$ cat src/rtl/watchdog_pkg.sv
// Shared types, defaults and helpers for the watchdog sequencing controller.
`timescale 1ns/1ps
package watchdog_pkg;

  localparam int unsigned TIMEOUT_CYC_DEF = 200;
  localparam int unsigned ACK_WIN_DEF     = 4;
  localparam int unsigned CNT_W           = 16;

  typedef enum logic [2:0] {
    ST_IDLE       = 3'd0,
    ST_CORE_START = 3'd1,
    ST_CORE_ACK   = 3'd2,
    ST_CORE_RUN   = 3'd3,
    ST_OL_START   = 3'd4,
    ST_OL_ACK     = 3'd5,
    ST_OL_RUN     = 3'd6,
    ST_ERR        = 3'd7
  } wd_state_e;

  typedef enum logic [2:0] {
    ERR_NONE     = 3'd0,
    ERR_CORE_ACK = 3'd1,
    ERR_CORE_RUN = 3'd2,
    ERR_OL_ACK   = 3'd3,
    ERR_OL_RUN   = 3'd4
  } wd_err_code_e;

  // Reported error code for a state that timed out; non-waiting states map to none.
  function automatic logic [2:0] err_code_of(input wd_state_e st);
    logic [2:0] code;
    case (st)
      ST_CORE_ACK: code = ERR_CORE_ACK;
      ST_CORE_RUN: code = ERR_CORE_RUN;
      ST_OL_ACK:   code = ERR_OL_ACK;
      ST_OL_RUN:   code = ERR_OL_RUN;
      default:     code = ERR_NONE;
    endcase
    return code;
  endfunction

  function automatic logic is_ack_state(input wd_state_e st);
    logic res;
    case (st)
      ST_CORE_ACK: res = 1'b1;
      ST_OL_ACK:   res = 1'b1;
      default:     res = 1'b0;
    endcase
    return res;
  endfunction

endpackage

$ cat src/rtl/wd_timer.sv
// Per-state cycle counter: cleared on state entry, frozen while disabled,
// flags the cycle on which the state has been occupied for 'limit' cycles.
`timescale 1ns/1ps
module wd_timer
  import watchdog_pkg::*;
(
  input  logic             clk,
  input  logic             rst,
  input  logic             clear,
  input  logic             enable,
  input  logic [CNT_W-1:0] limit,
  output logic             expired
);

  logic [CNT_W-1:0] cnt_q;
  logic [CNT_W-1:0] cnt_d;

  // The first cycle in a state sees count 0, so the limit-th cycle sees limit-1.
  always_comb begin
    if (limit == {CNT_W{1'b0}}) begin
      expired = 1'b1;
    end else begin
      expired = (cnt_q >= (limit - {{(CNT_W-1){1'b0}}, 1'b1}));
    end
  end

  // Next count: clear wins, then saturating increment while enabled.
  always_comb begin
    cnt_d = cnt_q;
    if (clear) begin
      cnt_d = {CNT_W{1'b0}};
    end else if (enable && !expired) begin
      cnt_d = cnt_q + {{(CNT_W-1){1'b0}}, 1'b1};
    end else begin
      cnt_d = cnt_q;
    end
  end

  // Count register.
  always_ff @(posedge clk) begin
    if (rst) begin
      cnt_q <= {CNT_W{1'b0}};
    end else begin
      cnt_q <= cnt_d;
    end
  end

endmodule

$ cat src/rtl/watchdog_seq_ctrl.sv
// Sequences one eig_core run followed by one output_loader run per accepted
// parameter pair, with handshake and run-time watchdogs and a sticky error.
`timescale 1ns/1ps
module watchdog_seq_ctrl
  import watchdog_pkg::*;
#(
  parameter int unsigned TIMEOUT_CYC = TIMEOUT_CYC_DEF,
  parameter int unsigned ACK_WIN     = ACK_WIN_DEF
) (
  input  logic       clk,
  input  logic       rst,
  input  logic       ena,
  input  logic       pl_valid,
  output logic       pl_ready,
  output logic       core_start,
  input  logic       core_busy,
  output logic       res_valid,
  output logic       ol_start,
  input  logic       ol_busy,
  input  logic       clr_err,
  output logic       seq_busy,
  output logic       err,
  output logic [2:0] err_code,
  output logic [7:0] run_cnt
);

  wd_state_e        state_q;
  wd_state_e        state_d;
  logic             err_q;
  logic             err_d;
  logic [2:0]       err_code_q;
  logic [2:0]       err_code_d;
  logic [7:0]       run_cnt_q;
  logic [7:0]       run_cnt_d;

  logic             timeout_s;
  logic             done_s;
  logic             tmr_clear_s;
  logic             tmr_expired_s;
  logic [CNT_W-1:0] tmr_limit_s;

  wd_timer u_timer (
    .clk     (clk),
    .rst     (rst),
    .clear   (tmr_clear_s),
    .enable  (ena),
    .limit   (tmr_limit_s),
    .expired (tmr_expired_s)
  );

  // Handshake states use the short ack window, everything else the run timeout.
  always_comb begin
    if (is_ack_state(state_q)) begin
      tmr_limit_s = CNT_W'(ACK_WIN);
    end else begin
      tmr_limit_s = CNT_W'(TIMEOUT_CYC);
    end
  end

  // Any state change restarts the per-state count.
  always_comb begin
    if (state_d != state_q) begin
      tmr_clear_s = 1'b1;
    end else begin
      tmr_clear_s = 1'b0;
    end
  end

  // State register.
  always_ff @(posedge clk) begin
    if (rst) begin
      state_q <= ST_IDLE;
    end else begin
      state_q <= state_d;
    end
  end

  // Next-state logic; a busy line seen low always beats a same-cycle timeout.
  always_comb begin
    state_d   = state_q;
    timeout_s = 1'b0;
    done_s    = 1'b0;
    if (ena) begin
      case (state_q)
        ST_IDLE: begin
          if (pl_valid && !err_q) begin
            state_d = ST_CORE_START;
          end else begin
            state_d = ST_IDLE;
          end
        end
        ST_CORE_START: state_d = ST_CORE_ACK;
        ST_CORE_ACK: begin
          if (core_busy) begin
            state_d = ST_CORE_RUN;
          end else if (tmr_expired_s) begin
            state_d   = ST_ERR;
            timeout_s = 1'b1;
          end else begin
            state_d = ST_CORE_ACK;
          end
        end
        ST_CORE_RUN: begin
          if (!core_busy) begin
            state_d = ST_OL_START;
          end else if (tmr_expired_s) begin
            state_d   = ST_ERR;
            timeout_s = 1'b1;
          end else begin
            state_d = ST_CORE_RUN;
          end
        end
        ST_OL_START: state_d = ST_OL_ACK;
        ST_OL_ACK: begin
          if (ol_busy) begin
            state_d = ST_OL_RUN;
          end else if (tmr_expired_s) begin
            state_d   = ST_ERR;
            timeout_s = 1'b1;
          end else begin
            state_d = ST_OL_ACK;
          end
        end
        ST_OL_RUN: begin
          if (!ol_busy) begin
            state_d = ST_IDLE;
            done_s  = 1'b1;
          end else if (tmr_expired_s) begin
            state_d   = ST_ERR;
            timeout_s = 1'b1;
          end else begin
            state_d = ST_OL_RUN;
          end
        end
        ST_ERR: begin
          if (clr_err) begin
            state_d = ST_IDLE;
          end else begin
            state_d = ST_ERR;
          end
        end
        default: state_d = ST_IDLE;
      endcase
    end else begin
      state_d = state_q;
    end
  end

  // Sticky error and run counter updates; clr_err only acts from ERR.
  always_comb begin
    err_d      = err_q;
    err_code_d = err_code_q;
    run_cnt_d  = run_cnt_q;
    if (timeout_s) begin
      err_d      = 1'b1;
      err_code_d = err_code_of(state_q);
    end else if (ena && (state_q == ST_ERR) && clr_err) begin
      err_d      = 1'b0;
      err_code_d = 3'd0;
    end else begin
      err_d      = err_q;
      err_code_d = err_code_q;
    end
    if (done_s) begin
      run_cnt_d = run_cnt_q + 8'd1;
    end else begin
      run_cnt_d = run_cnt_q;
    end
  end

  // Status registers.
  always_ff @(posedge clk) begin
    if (rst) begin
      err_q      <= 1'b0;
      err_code_q <= 3'd0;
      run_cnt_q  <= 8'd0;
    end else begin
      err_q      <= err_d;
      err_code_q <= err_code_d;
      run_cnt_q  <= run_cnt_d;
    end
  end

  // Outputs; pulses are gated by ena so a frozen pulse lands on the next enabled cycle.
  always_comb begin
    pl_ready   = 1'b0;
    core_start = 1'b0;
    res_valid  = 1'b0;
    ol_start   = 1'b0;
    if (state_q != ST_IDLE) begin
      seq_busy = 1'b1;
    end else begin
      seq_busy = 1'b0;
    end
    if (ena) begin
      case (state_q)
        ST_IDLE:       pl_ready   = !err_q;
        ST_CORE_START: core_start = 1'b1;
        ST_CORE_RUN:   res_valid  = !core_busy;
        ST_OL_START:   ol_start   = 1'b1;
        default:       pl_ready   = 1'b0;
      endcase
    end else begin
      pl_ready = 1'b0;
    end
  end

  assign err      = err_q;
  assign err_code = err_code_q;
  assign run_cnt  = run_cnt_q;

endmodule

$ cat config.mk
export PLATFORM = sky130hd
export DESIGN_NAME = watchdog_seq_ctrl
export DESIGN_NICKNAME = d
export VERILOG_FILES = /design/src/rtl/watchdog_pkg.sv /design/src/rtl/wd_timer.sv /design/src/rtl/watchdog_seq_ctrl.sv
export SDC_FILE = /design/constraint.sdc
export NUM_CORES = 1
export LEC_CHECK = 0
export CORE_MARGIN = 1
export CORE_UTILIZATION = 50
export CTS_CLUSTER_SIZE = 16
export DETAILED_ROUTE_END_ITERATION = 7
export HOLD_SLACK_MARGIN = 0.05
export PLACE_DENSITY = 0.74
export SYNTH_ARGS = -nofsm -noshare
export SYNTH_HDL_FRONTEND = slang
export SYNTH_SLANG_ARGS = --single-unit
$ cat constraint.sdc
create_clock -name clk -period 8.6 [get_ports clk]
set_clock_uncertainty 0.1 [all_clocks]
set_input_delay 2.58 -clock clk [delete_from_list [all_inputs] [get_ports clk]]
set_output_delay 2.58 -clock clk [all_outputs]
set_load 0.05 [all_outputs]
==> impl_metrics.json <==
{
  "outcome": "finished clean",
  "clk_pin_slew_ns": 0.08,
  "vias": 1456,
  "std_cell_rows": 20,
  "die_x_um": 60.1,
  "grt_start_max_net_pins": 23,
  "dp_cells": 256,
  "slew_headroom": 0.522,
  "setup_tns_ns": 0,
  "grt_pass1_wl_mm": 5.61,
  "io_buffers": 23,
  "place_congestion": 0.903,
  "cts_buffers": 5,
  "setup_viol": 0,
  "syn_inst": 196,
  "seq_area_um2": 621,
  "fin_util": 0.636,
  "cts_resized": 0,
  "async_reset_ff_frac": 0,
  "ys_top_cells_by_count": "31 x dfxtp_1, 23 x nor2_1, 19 x nand2_1",
  "holdBufCountCts": 0,
  "max_freq_mhz": 138,
  "ys_seq_elements": 31,
  "cts_tree": "yes",
  "post_cts_buffers": 0,
  "hold_viol": 0,
  "synth_area_leader_cell": "dfxtp_1",
  "clock_power_share": 0.330,
  "worst_hold_slack_ns": 0.345,
  "cts_buffer_depth": 2,
  "crit_type": "in -> out",
  "endpoint_kind": "primary output",
  "cp_max_fo": 10,
  "fin_crit_ns": 7.25,
  "synth.area.top_cells": "dfxtp_1 37%, xor2_1 5.2%, nor2_1 5.1%",
  "rsz0062_at_grt": "false",
  "ctsRootBufferMaster": "clkbuf_4",
  "timing.rr.start": "state_q[0]",
  "yosysSeqAreaShare": 0.368,
  "grt_usage": 0.215,
  "slew_violations": 0,
  "leakage_nw": 0.705,
  "startpoint": "ena",
  "die_area_um2": 3610,
  "switchingPower_w": 0.0000653,
  "start_util": 0.539,
  "hp-class": "reg -> reg",
  "worst_slew_pin_slew_ns": 0.716,
  "synth_ff_type": "dfxtp_1",
  "ant_nets": 0,
  "coreArea_um2": 3130,
  "num_antenna_cells": 0,
  "wire_per_inst_um": 13.4,
  "instances_no_fill": 263,
  "numClockSinks": 31,
  "die-height_um": 60.1,
  "firstDrtPassIters": 4,
  "h-tree-depth": 2,
  "routed_wl_mm": 3.53,
  "clk_latency_ns": 0.33,
  "cp-start-kind": "primary input",
  "dp_hpwl_mm": 2.58,
  "drt_iter0_markers": 56,
  "fill_cells": 279,
  "synth_edf_count": 0,
  "multiInputGateArea_um2": 990,
  "min_from": "u_timer.cnt_q[12]",
  "internal-power_w": 0.000192,
  "totalPowerFinal_w": 0.000257,
  "grt_overflow": 0,
  "drive_gt1_frac": 0.119,
  "avgSynthCellArea_um2": 8.60,
  "netlist_area_um2": 1690,
  "worstPathRequired_ns": 5.92,
  "p_per_area_nw_per_um2": 129,
  "synth.top_cell.area_share": 0.368,
  "area_growth_pct": 18.0,
  "num-nets-final": 231,
  "vdd_drop_max_mv": 0.122,
  "power_frac_comb": 0.097,
  "syn_nets": 208,
  "grt_pass1_vias": 1293,
  "yosys_warnings": 0,
  "period_share": 0.843,
  "antenna_found_initial": 0,
  "ios": 24,
  "sw_frac_of_total": 0.254,
  "maxCapViolations": 0,
  "cp.arrival_ns": 4.57,
  "drc_errors": 0,
  "p_seq_frac": 0.573,
  "yosysMostFrequentCell": "dfxtp_1",
  "synth_cell_types": 45,
  "viasPerCell": 5.54
}
-- per-stage QoR --
stage	worst slack [ns]	area, µm²
3_5_place_dp	1.34	1930
6_report	1.35	1990
5_1_grt	1.19	1990
3_3_place_gp	1.41	1930
2_1_floorplan	1.55	1690
4_1_cts	1.34	1990
-- area by class of cell --
type / instances / share of cell area
repair buffers: 23 / 0.116
multi-input cells: 148 / 0.497
flip-flops and latches: 31 / 0.312
clock buffers: 6 / 0.0258
inverters: 10 / 0.0189
well taps: 44 / 0.0277
clock inverters: 1 / 0.00252
-- metal layers --
metal	vias up	wire (µm)	GRT usage	share of wire
met3	9	195	0.0584	0.055
met1	674	1630	0.268	0.46
li1	735	-	-	-
met5	-	0	0	0
met2	38	1600	0.338	0.45
met4	0	99	0.113	0.028
-- placed cells by master, fill, tap and decap left out, types with 5 or more instances in the layout --
master           instances
inv_1                   10
nand2_1                 19
ha_1                     5
o21ai_0                  5
a21oi_1                  7
dfxtp_1                 31
nand2b_1                 8
nor2_1                  23
and3_1                   5
clkbuf_4                 5
clkdlybuf4s50_1         23
nand4_1                 10
xor2_1                  10
nor2_2                   8
-- logic make-up after synthesis --
family,share of synthesized area
buffers and inverters,0.0445
DFF,0.368
xor gates and xnor gates,0.0624
muxes,0.0379
and+or+nand+nor,0.306
AOI/OAI and AO/OA,0.144
adders and majority gates,0.0371
-- critical path: stages --
cell and delay [ns]:
clkdlybuf4s50_1 0.66, nand2b_1 0.17, nor4_1 0.28, clkdlybuf4s50_1 0.87
-- flip-flops by register name (all words and copies together), names as in the netlist --
signal,cells
err_code,3
err,1
state_q,3
run_cnt,8
u_timer.cnt_q,16
-- power groups by stage --
stage	Sequential, W	Combinational, W	Clock [W]
6_report	0.000148	0.0000250	0.0000848
5_1_grt	0.000148	0.0000273	0.0000929
4_1_cts	0.000148	0.0000251	0.0000887
3_5_place_dp	0.000151	0.0000250	0
3_3_place_gp	0.000151	0.0000247	0
2_1_floorplan	0.000149	0.0000194	0
-- path summary, 6_finish.rpt --
check	end	slack (ns)	cells after the start
min reg2reg	u_timer.cnt_q[12]	0.35	2
min	u_timer.cnt_q[12]	0.35	2
max	pl_ready	1.35	4
max reg2reg	u_timer.cnt_q[6]	5.23	9
No activity file was read; power rests on OpenSTA's default activity.
